--- src/rtl/i2s_dac_serializer.sv ---
// I2S DAC serializer: divides clk into bclk, frames a mono sample onto both channels.
// Define I2S_DAC_LEFT_JUSTIFIED_EN for left-justified framing instead of standard I2S.
module i2s_dac_serializer #(
    parameter int unsigned BCLK_DIV    = 16,
    parameter int unsigned SLOT_BITS   = 32,
    parameter int unsigned SAMPLE_BITS = 24
) (
    input  logic                   clk,
    input  logic                   reset,
    input  logic [SAMPLE_BITS-1:0] sample,
    output logic                   frame_tick,
    output logic                   bclk,
    output logic                   daclrck,
    output logic                   dacdat
);

    localparam int unsigned DW = $clog2(BCLK_DIV);
    localparam int unsigned BW = $clog2(2 * SLOT_BITS);
    localparam logic [DW-1:0] DIV_LAST = DW'(BCLK_DIV - 1);
    localparam logic [BW-1:0] BIT_LAST = BW'(2 * SLOT_BITS - 1);
    localparam logic [BW-1:0] SLOT     = BW'(SLOT_BITS);
    localparam logic [BW-1:0] SMP      = BW'(SAMPLE_BITS);

    logic [DW-1:0]          div_cnt_q, div_cnt_d;
    logic [BW-1:0]          bit_cnt_q, bit_cnt_d;
    logic                   bclk_q, bclk_d;
    logic                   daclrck_q, daclrck_d;
    logic                   dacdat_q, dacdat_d;
    logic                   frame_tick_q, frame_tick_d;
    logic [SAMPLE_BITS-1:0] left_q, left_d;
    logic [SAMPLE_BITS-1:0] right_q, right_d;

    logic                   wrap, fall, latch, in_right, emit;
    logic [BW-1:0]          pos;
    logic [SAMPLE_BITS-1:0] left_v, right_v;

    always_comb begin
        div_cnt_d    = div_cnt_q;
        bit_cnt_d    = bit_cnt_q;
        bclk_d       = bclk_q;
        daclrck_d    = daclrck_q;
        dacdat_d     = dacdat_q;
        frame_tick_d = 1'b0;
        left_d       = left_q;
        right_d      = right_q;
        latch        = 1'b0;
        in_right     = 1'b0;
        emit         = 1'b0;
        pos          = '0;
        left_v       = left_q;
        right_v      = right_q;

        wrap      = (div_cnt_q == DIV_LAST);
        fall      = wrap && bclk_q;
        div_cnt_d = wrap ? '0 : div_cnt_q + DW'(1);
        if (wrap) begin
            bclk_d = ~bclk_q;
        end

        if (fall) begin
            latch        = (bit_cnt_q == BIT_LAST);
            bit_cnt_d    = latch ? '0 : bit_cnt_q + BW'(1);
            frame_tick_d = latch;
            // The freshly latched word is used directly so the left-justified MSB
            // can leave in the latch cycle itself.
            left_v       = latch ? sample : left_q;
            right_v      = latch ? sample : right_q;
            left_d       = left_v;
            right_d      = right_v;
            in_right     = (bit_cnt_d >= SLOT);
            pos          = in_right ? bit_cnt_d - SLOT : bit_cnt_d;
`ifdef I2S_DAC_LEFT_JUSTIFIED_EN
            emit         = (pos < SMP);
            daclrck_d    = in_right;
`else
            emit         = (pos != '0) && (pos <= SMP);
            daclrck_d    = (bit_cnt_d >= SLOT - BW'(1)) && (bit_cnt_d <= BIT_LAST - BW'(1));
`endif
            dacdat_d     = 1'b0;
            if (emit) begin
                if (in_right) begin
                    dacdat_d = right_v[SAMPLE_BITS-1];
                    right_d  = right_v << 1;
                end else begin
                    dacdat_d = left_v[SAMPLE_BITS-1];
                    left_d   = left_v << 1;
                end
            end
        end
    end

    always_ff @(posedge clk) begin
        if (reset) begin
            div_cnt_q    <= '0;
            bit_cnt_q    <= BIT_LAST;
            bclk_q       <= 1'b0;
            daclrck_q    <= 1'b0;
            dacdat_q     <= 1'b0;
            frame_tick_q <= 1'b0;
            left_q       <= '0;
            right_q      <= '0;
        end else begin
            div_cnt_q    <= div_cnt_d;
            bit_cnt_q    <= bit_cnt_d;
            bclk_q       <= bclk_d;
            daclrck_q    <= daclrck_d;
            dacdat_q     <= dacdat_d;
            frame_tick_q <= frame_tick_d;
            left_q       <= left_d;
            right_q      <= right_d;
        end
    end

    assign frame_tick = frame_tick_q;
    assign bclk       = bclk_q;
    assign daclrck    = daclrck_q;
    assign dacdat     = dacdat_q;

endmodule

--- config.mk ---
export PLATFORM = sky130hd
export DESIGN_NAME = i2s_dac_serializer
export DESIGN_NICKNAME = d
export VERILOG_FILES = /design/src/rtl/i2s_dac_serializer.sv
export SDC_FILE = /design/constraint.sdc
export NUM_CORES = 1
export LEC_CHECK = 0
export ABC_AREA = 1
export CORE_ASPECT_RATIO = 0.8
export CORE_MARGIN = 3
export CORE_UTILIZATION = 25
export CTS_BUF_LIST = sky130_fd_sc_hd__clkbuf_2
export DETAILED_ROUTE_END_ITERATION = 8
export PLACE_DENSITY = 0.45
export SYNTH_ARGS = -nofsm -noshare
export SYNTH_HDL_FRONTEND = slang
export SYNTH_SLANG_ARGS = --single-unit
--- constraint.sdc ---
create_clock -name clk -period 5.3 [get_ports clk]
set_input_delay 0.795 -clock clk [delete_from_list [all_inputs] [get_ports clk]]
set_output_delay 0.795 -clock clk [all_outputs]
set_load 0.05 [all_outputs]
# ---- Yosys cells after proc, flatten, opt, wreduce, memory -nomap -nowiden
# Cells that the tools add are included.
dict set report totals {
  inputBits 26
  ff_bits 62
  wordCells 35
}
dict set report op_classes {
  magnitude_cmp 4
  bitwise 2
  reduce_logical 6
  muxes 10
  n_addsub 3
  eq_ne 2
}
# op count
set ops {}
lappend ops {{$mux 24} 6}
lappend ops {{$mux 6} 2}
lappend ops {{$add 6x1->6 const B} 1}
lappend ops {{$eq 6x6->1 const B} 1}
lappend ops {{$ge 6x5->1 const B} 1}
lappend ops {{$ge 6x6->1 const B} 1}
lappend ops {{$le 6x5->1 const B} 1}
lappend ops {{$le 6x6->1 const B} 1}
lappend ops {{$reduce_bool 6->1} 1}
lappend ops {{$sub 6x6->6 const B} 1}
lappend ops {{$add 4x1->4 const B} 1}
lappend ops {{$eq 4x4->1 const B} 1}
lappend ops {{$reduce_or 2->1} 2}
lappend ops {{$logic_and 1x1->1} 3}
lappend ops {{$mux 1} 2}
lappend ops {{$not 1->1} 2}

# ---- Depth between registers and ports, before layout
# Gate-level depths: netlist of the first run.
dict set report logic_depth {
  depth_word 7
  depth_mapped 14
  ltp_nobuf 13
}

# ---- Least setup slack after synthesis of the first run
# Ideal clock, no wire load.
dict set report synth_timing {
  kind {register to register}
  start {register bit_cnt_q[0]}
  end {register left_q[10]}
  n_path_buf 2
  period_less_slack_ps 1725
  slack_ps 3575
  path_stages_with_launch 15
  t_arrival_ps 1612
  cell_sequence {dfxtp_1 -> ha_1 -> nand2_1 -> inv_2 -> nand2_2 -> nand2_2 -> inv_2 -> nand2_4 -> nand2_4 -> nand2_4 -> buf_6 -> buf_8 -> nand3_2 -> nand3_1 -> nand2_1}
}
dict set report synth_via {
  elab_chain_len 7
  word_cells_on_any_way 12
}
# item line
set synth_rtl {}
lappend synth_rtl {{from (decl)} 25} ;# logic [BW-1:0] bit_cnt_q, bit_cnt_d;
lappend synth_rtl {{from (signal assigned)} 104} ;# bit_cnt_q <= bit_cnt_d;
lappend synth_rtl {{$add 6x1->6 / $eq 6x6->1 (equally long branches)} {62, 61}}
lappend synth_rtl {{$mux 6} 62} ;# bit_cnt_d = latch ? '0 : bit_cnt_q + BW'(1);
lappend synth_rtl {{$sub 6x6->6 / $ge 6x6->1 (equally long branches)} {71, 70}}
lappend synth_rtl {{$mux 6} 71} ;# pos = in_right ? bit_cnt_d - SLOT : bit_cnt_d;
lappend synth_rtl {{$le 6x5->1 / $reduce_bool 6->1 (equally long branches)} 76} ;# emit = (pos != '0) && (pos <= SMP);
lappend synth_rtl {{$logic_and 1x1->1} 76}
lappend synth_rtl {{$mux 24 *} 80} ;# if (emit) begin
lappend synth_rtl {{to (signal assigned)} 109} ;# left_q <= left_d;
lappend synth_rtl {{to (decl)} 30} ;# logic [SAMPLE_BITS-1:0] left_q, left_d;
# Mark *: on every way between the ends. The rest lies on a longest branch, timed or not.
# A chain may end at the register's enable or synchronous reset.

# ---- Final worst setup path of the first run
dict set report layout_timing {
  start {register bit_cnt_q[0]}
  end {register left_q[13]}
}
# The elaborated chain is that of the path after synthesis.

==> results of run 1 <==
## worst max-delay path, delay by kind of cell, from the launching register on
kind	cells	cell delay (ns)
simple gates	9	2.45
flops	1	0.50
fa+ha+maj	1	0.25
## through the flow
step / power, µW / util
after CTS: 903 / 0.292
after floorplan: 528 / -
after global placement: 559 / 0.283
after detailed placement: 558 / 0.283
final: 888 / 0.292
after global routing: 939 / 0.292
## flip-flops by register name (all words and copies together), names as in the netlist
register,count
daclrck,1
dacdat,1
frame_tick,1
bclk,1
left_q,24
right_q,24
bit_cnt_q,6
div_cnt_q,4
## cell usage after synthesis (all sizes together)
library cell and instances:
ha 4, nor2 26, o21ai 6, nand3 86
a21oi 18, o22ai 1, clkbuf 11, buf 23
o211ai 1, a22oi 2, nand3b 1, dfxtp 62
inv 29, nand2 308, a21boi 15, nand4 1
## logic make-up (layout without fill, tap and decap cells)
group / Yosys count / count (layout) / share of synthesized area
AOI/OAI and AO/OA: 43 / 43 / 0.0705
adders and majority gates: 4 / 4 / 0.0135
buffers and inverters: 63 / 77 / 0.0810
DFF: 62 / 62 / 0.335
and+or+nand+nor: 422 / 422 / 0.500
## final timing paths
check	start	endpoint	slack (ns)	cells after the start
worst min register to register	div_cnt_q[0]	div_cnt_q[0]	0.46	1
worst max-delay path	bit_cnt_q[0]	left_q[13]	1.95	10
worst max register to register	bit_cnt_q[0]	left_q[13]	1.95	10
worst min-delay path	div_cnt_q[0]	div_cnt_q[0]	0.46	1
## where the power goes
group          leakage [µW]  switching [µW]  internal (µW)
registers          0.000500            1.14            469
clock network     0.0000784             186            153
logic               0.00151            41.7           37.2
## layer usage
layer / part of all wire / wire length [µm]
met2: 0.43 / 4190
met5: 0 / 0
met4: 0.0091 / 88
met3: 0.055 / 536
met1: 0.50 / 4900
## layout make-up
cell class | instances | share of cell area
repair buffers | 32 | 0.0744
clock buffers | 10 | 0.0119
clock inverters | 6 | 0.0182
flip-flops and latches | 62 | 0.295
multi-input cells | 469 | 0.519
well taps | 184 | 0.0548
inverters | 29 | 0.0259
## cells in the final DEF, fill, tap and decap left out, types with 3 or more instances in the layout
cell type / n
clkdlybuf4s50_1: 29
nand2_2: 6
clkbuf_2: 10
nor2_2: 3
ha_1: 4
dfxtp_1: 62
nand3_1: 65
a21oi_1: 18
clkinv_1: 3
nor2_1: 21
a21boi_0: 9
a21boi_1: 6
inv_2: 4
nand2_4: 4
nand2_1: 298
inv_1: 25
nand3_2: 21
buf_4: 3
o21ai_0: 5
==> impl_metrics.ini, run 1 <==
[power]
power.density_nw_per_um2 = 211
peakVddDrop_uv = 97.8
cellLeakagePower_uw = 0.00208

[global_route]
grt.met2_usage = 0.193
first_global_vias = 3446
antenna_found_initial = 0
gr-total-overflow = 0
grt_max_degree = 57
gr-usage-met1 = 0.176
top_usage_layer = met2
gr-usage-met3 = 0.0395
grt_pass1_wl_mm = 16.9
grt.total_usage = 0.127

[timing]
slew_viol_final = 0
relSlewSlack = 0.265
tightest_slew_ns = 1.10
hold_slack_ns = 0.462
finClkSkew_ns = 0.0155
rsz0062_at_grt = false
final.setup.tns_ns = 0
period_share = 0.631
timing.final.ws_setup_ns = 1.95
hold_viol_final = 0
max_freq_mhz = 299
setup-violations-final = 0
period_needed_ns = 3.35

[yosys]
syn_area_um2 = 3710
yosys_warnings = 0
ys_ff_latch = 62
ys_seq_area_frac = 0.335
yosys.area.top_type = dfxtp_1
synth_top_area_frac = 0.335
synth_cells = 594
yosys-top-cells-area = dfxtp_1 33%, nand2_1 30%, nand3_1 8.9%
syn_area_per_cell_um2 = 6.24
yosys.cell_types.count = 27
syn_nets = 624

[clocking]
post_cts_resized = 0
clockBufferDepth = 2
clockRootBuffer = clkbuf_2
post_cts_buffers = 0
numCtsBuffers = 9
cts_tree = built
hold_buffers = 0
clk_latency_ns = 0.53
htreeDepth = 3
cts_num_sinks = 62
clkTransAtPathRegs_ns = 0.17

[floorplan]
fp-row-count = 39
dieArea_um2 = 16300
fp.dieW_um = 142
num_io_pins = 30
die_height_um = 115
start_util = 0.258
core_um2 = 14400

[worst_setup_path]
crit_required_ns = 5.73
path_cells = ha_1 -> nand3_1 -> nor2_2 -> nor2_2 -> nand2_4 -> nand2_4 -> nand2_2 -> nand2_1 -> nand3_1 -> nand2_1
cp-start-kind = flop
critical_path_peak_fanout = 49
cp.arrival_ns = 3.78
path_class = flop to flop
end_kind = flop
critPathSlowestCell = nor2_2
cpPeakStageDelay_ns = 0.69

[detailed_routing]
antenna_left = 0
wl_per_cell_um = 12.3
first_pass_iters = 4
remaining_drc_errors = 0
vias_per_cell = 4.50
vias = 3564
drt_iter0_drc = 185
totalWireLength_mm = 9.71

[layout]
seqCellArea_um2 = 1240
fin_nets = 633
drive_above_1_share = 0.0921
final_cells = 792
final_area_um2 = 4200
multiInputGateArea_um2 = 2180
fillCellCount = 1576
diodes = 0
syn_to_final_growth_pct = 13.3

[placement]
post-dp-hpwl_mm = 5.69
gp_congestion = 0.744
dpl-instance-area_um2 = 4080
portBuffers = 29
dp.cells = 776
dpl_worst_slack_ns = 1.97

[min_path]
hold_path.class = flop to flop

[run_status]
status = finished, final reports clean

[flow_run]
max-cap-violations = 0
No activity file was read; power rests on OpenSTA's default activity.
==> run 2: changes to the inputs <==
clock period = 3.3 ns   (was 5.3 ns; I/O delays follow)
==> impl_metrics.ini, run 2 (synthesis results as in run 1) <==
[detailed_routing]
first_pass_iters = 4
met2WireLength_mm = 4.18
wl_met3_um = 395
totalWireLength_mm = 9.69
routed.top_layer = met4
wl_met1_mm = 4.99
vias = 3607
drt_iter0_drc = 225
vias_per_cell = 4.53
antenna_left = 0
wl_per_cell_um = 12.2
remaining_drc_errors = 0

[clocking]
clockRootBuffer = clkbuf_2
clk_latency_ns = 0.52
cts_tree = built
clkTransAtPathRegs_ns = 0.21
cts_num_sinks = 62
htreeDepth = 3
hold_buffers = 0
post_cts_resized = 0
post_cts_buffers = 0
numCtsBuffers = 9
clockBufferDepth = 2

[power]
seqPwrFrac = 0.525
cellLeakagePower_uw = 0.00212
power.density_nw_per_um2 = 336
swShare = 0.259
pwr-share-comb = 0.088
clkPwrFrac = 0.387
p_switching_uw = 372
internal_power_uw = 1070
peakVddDrop_uv = 161

[worst_setup_path]
regToRegSetupSlack_ns = 0.82
path_cells = ha_1 -> nand2_1 -> inv_2 -> nand3_2 -> buf_12 -> o21ai_0 -> nand2_1 -> nand2_1 -> nand2_1 -> nand2_1 -> nand2_1 -> nand2_1
startpoint = bit_cnt_q[1]
cpPeakStageDelay_ns = 0.51
ff2ff_path_depth = 12
path_delay_family = simple AND/OR/NAND/NOR gates
crit_buf_inv = 2
worst_path_most_repeated_cell = nand2_1
critical_path_peak_fanout = 37
critPathSlowestCell = dfxtp_1
end_kind = flop
cp.arrival_ns = 2.93
path_class = flop to flop
cp-start-kind = flop
crit_required_ns = 3.74
r2r-end = right_q[9]
rr_startpoint = bit_cnt_q[1]

[layout]
fin_util = 0.297
drive_above_1_share = 0.104
syn_to_final_growth_pct = 15.2
fin_nets = 638
layout_commonest_cell = nand2_1
diodes = 0
fillCellCount = 1608
reg_top3 = left_q: 24 flops, right_q: 24 flops, bit_cnt_q: 6 flops
mostFrequentLayoutCells = 298 x nand2_1, 65 x nand3_1, 62 x dfxtp_1

[global_route]
gr-total-overflow = 0
grt.total_usage = 0.125
antenna_found_initial = 0
grt_pass1_wl_mm = 16.7
grt_max_degree = 55
first_global_vias = 3521

[timing]
hold_viol_final = 0
relSlewSlack = 0.440
finClkSkew_ns = 0.0349
slew_viol_final = 0
period_share = 0.753
tightest_slew_ns = 0.837
max_freq_mhz = 403
rsz0062_at_grt = false
period_needed_ns = 2.48
final.setup.tns_ns = 0
setup-violations-final = 0

[min_path]
hold_path_depth = 2
min-delay-start = right_q[9]
whs_endpoint = right_q[9]
hold_path.class = flop to flop

[run_status]
status = finished, final reports clean

[floorplan]
die_height_um = 115
core_um2 = 14400
num_io_pins = 30
fp-row-count = 39
dieArea_um2 = 16300
fp.dieW_um = 142
start_util = 0.258

[placement]
post-dp-hpwl_mm = 5.96
portBuffers = 29
gp_congestion = 0.791

[flow_run]
max-cap-violations = 0
-- run 2: cell count changes in the layout (fill, tap and decap cells not counted) --
cell,previous run,this run
clkinv_1,3,0
buf_4,3,6
clkinv_2,1,2
buf_12,0,2
clkinv_4,0,1
clkinvlp_4,0,1
-- run 2: power groups by stage --
stage	combinational [µW]	sequential, µW	clock (µW)
after floorplan	78.7	770	0
after global placement	127	770	0
after detailed placement	127	770	0
after CTS	128	755	587
after global routing	144	756	614
final	126	755	556
-- run 2: cell type report --
cell class,instances,area [µm²],area share
tap,184,230,0.0539
clock buffer,10,50.0,0.0117
sequential,62,1240,0.290
clock inverter,6,86.3,0.0202
inverter,29,109,0.0255
multi-input combinational,469,2180,0.511
timing repair buffer,37,375,0.0878
-- run 2: how the worst max path moves through the flow --
stage,endpoint,slack (ns),cells after the start
4_1_cts,right_q[9],0.81,12
3_3_place_gp,right_q[9],0.93,12
6_report,right_q[9],0.82,12
2_1_floorplan,left_q[10],1.57,14
3_5_place_dp,left_q[22],0.90,13
5_1_grt,right_q[9],0.46,12
-- run 2: layer usage --
metal / up-vias / global-route usage
met5: - / 0
met4: 0 / 0.0358
met3: 12 / 0.0333
met2: 64 / 0.196
met1: 1621 / 0.170
li1: 1910 / -
-- run 2: per-stage QoR --
step                      total power (µW)  setup WS [ns]  instances  area (µm²)  hold slack [ns]
final                                 1440          0.817        797        4270            0.464
after global routing                  1510          0.461        797        4270            0.478
after CTS                             1470          0.808        797        4270            0.464
after detailed placement               897          0.896        781        4140            0.434
after global placement                 897          0.931        781        4140            0.433
after floorplan                        848           1.57        594        3710            0.418
-- run 2: worst min-delay path, delay by kind of cell, from the launching register on --
| kind | cells | cell delay (ns) |
|---|---|---|
| flops | 1 | 0.34 |
| simple gates | 2 | 0.11 |
==> run 3: changes to the inputs <==
PLACE_DENSITY = 0.46   (was 0.45)
clock period = 2 ns   (was 3.3 ns; I/O delays follow)
==> impl_metrics.ini, run 3 (synthesis results as in run 1) <==
[run_status]
status = finished, final reports clean

[placement]
dpl-instance-area_um2 = 4250
dpl_worst_slack_ns = 0.142
gp_congestion = 0.799
portBuffers = 29
post-dp-hpwl_mm = 6.38

[timing]
finClkSkew_ns = 0.0116
setup-violations-final = 0
final.setup.tns_ns = 0
hold_viol_final = 0
timing.final.ws_setup_ns = 0.181
slew_viol_final = 0
period_share = 0.910
tightest_slew_ns = 0.492
relSlewSlack = 0.673
period_needed_ns = 1.82
max_freq_mhz = 550
rsz0062_at_grt = false

[power]
peakVddDrop_uv = 175
p_switching_uw = 585
clkPwrFrac = 0.340
seqPwrFrac = 0.564
pwr-share-comb = 0.096
power.density_nw_per_um2 = 500
cellLeakagePower_uw = 0.00221
internal_power_uw = 1620
swShare = 0.265

[global_route]
grt.total_usage = 0.129
antenna_found_initial = 0
grt_pass1_wl_mm = 17.2
first_global_vias = 3588
gr-total-overflow = 0
grt_max_degree = 55

[worst_setup_path]
crit_required_ns = 2.43
path_class = flop to flop
cp-start-kind = flop
crit_buf_inv = 2
path_cells = buf_4 -> nand3_1 -> nand2_1 -> nand2_1 -> nor2_2 -> nand2_4 -> nand2_8 -> buf_16 -> nand3_1 -> nand3_1 -> nand2_1
end_kind = flop
critical_path_peak_fanout = 19
ff2ff_path_depth = 11
cpPeakStageDelay_ns = 0.38
critPathSlowestCell = dfxtp_1
path_delay_family = simple AND/OR/NAND/NOR gates
regToRegSetupSlack_ns = 0.18
cp.arrival_ns = 2.25
rr_startpoint = bit_cnt_q[1]
r2r-end = right_q[8]

[floorplan]
core_um2 = 14400
start_util = 0.258
fp.dieW_um = 142
die_height_um = 115
num_io_pins = 30
dieArea_um2 = 16300
fp-row-count = 39

[clocking]
clkTransAtPathRegs_ns = 0.17
htreeDepth = 3
cts_tree = built
clk_latency_ns = 0.51
numCtsBuffers = 9
clockBufferDepth = 2
hold_buffers = 0
clockRootBuffer = clkbuf_2
cts_num_sinks = 62

[layout]
fin_nets = 650
layout_commonest_cell = nand2_1
reg_top3 = left_q: 24 flops, right_q: 24 flops, bit_cnt_q: 6 flops
mostFrequentLayoutCells = 297 x nand2_1, 65 x nand3_1, 62 x dfxtp_1
diodes = 0
drive_above_1_share = 0.123
final_area_um2 = 4410
fillCellCount = 1570
syn_to_final_growth_pct = 18.9

[min_path]
hold_path_depth = 1
whs_endpoint = div_cnt_q[0]
min-delay-start = div_cnt_q[0]
hold_path.class = flop to flop

[detailed_routing]
totalWireLength_mm = 10.2
antenna_left = 0
first_pass_iters = 4
wl_per_cell_um = 12.5
vias_per_cell = 4.57
vias = 3698
remaining_drc_errors = 0
drt_iter0_drc = 197

[flow_run]
max-cap-violations = 0
[run 3: cell types whose count changed in the layout (fill, tap and decap cells not counted), sizes merged]
| cell | previous run | this run |
|---|---|---|
| buf | 8 | 19 |
| clkdlybuf4s50 | 29 | 25 |
| dlygate4sd2 | 0 | 4 |
| clkinv | 3 | 5 |
| bufinv | 2 | 1 |
| clkbuf | 10 | 11 |
| clkinvlp | 1 | 0 |
[run 3: how the worst max path moves through the flow]
stage            startpoint          to  slack, ns  cells past startpoint
3_5_place_dp   bit_cnt_q[0]  right_q[8]       0.14                     10
4_1_cts        bit_cnt_q[0]  right_q[8]        0.1                     13
5_1_grt        bit_cnt_q[1]  right_q[1]      0.009                     12
3_3_place_gp   bit_cnt_q[0]  right_q[8]       0.16                     13
2_1_floorplan  bit_cnt_q[0]  left_q[10]       0.27                     14
6_report       bit_cnt_q[1]  right_q[8]       0.18                     11
[run 3: area by class of cell]
class,count,area (µm²),area share
Clock buffer,10,50.0,0.0114
Clock inverter,6,52.6,0.0119
Inverter,29,109,0.0247
Multi-Input combinational cell,469,2210,0.501
Sequential cell,62,1240,0.281
Tap cell,184,230,0.0522
Timing Repair Buffer,49,518,0.117
[run 3: power by group through the flow]
| stage | sequential (µW) | combinational, µW | clock, µW |
|---|---|---|---|
| 2_1_floorplan | 1270 | 130 | 0 |
| 3_3_place_gp | 1270 | 211 | 0 |
| 3_5_place_dp | 1270 | 212 | 0 |
| 4_1_cts | 1250 | 213 | 802 |
| 5_1_grt | 1250 | 241 | 867 |
| 6_report | 1240 | 211 | 751 |
[run 3: metrics by stage]
stage / power (µW) / cells / utilization / hold slack, ns
floorplan: 1400 / 594 / - / 0.418
global placement: 1480 / 792 / 0.295 / 0.435
detailed placement: 1480 / 792 / 0.295 / 0.436
CTS: 2260 / 808 / 0.302 / 0.459
global route: 2350 / 809 / 0.306 / 0.474
finish: 2210 / 809 / 0.306 / 0.458
[run 3: repair_timing]
item / 4_1_cts / 5_1_grt
gates resized for setup: 4 / 9
cloned: 0 / 1
setup endpoints to repair: 4 / 51
buffers inserted: 0 / 0
[run 3: routing by layer]
metal | part of all wire | vias up | track usage
met5 | 0 | - | 0
met4 | 0.0077 | 0 | 0.0390
met3 | 0.043 | 7 | 0.0358
met2 | 0.43 | 72 | 0.193
met1 | 0.52 | 1690 | 0.179
li1 | - | 1929 | -
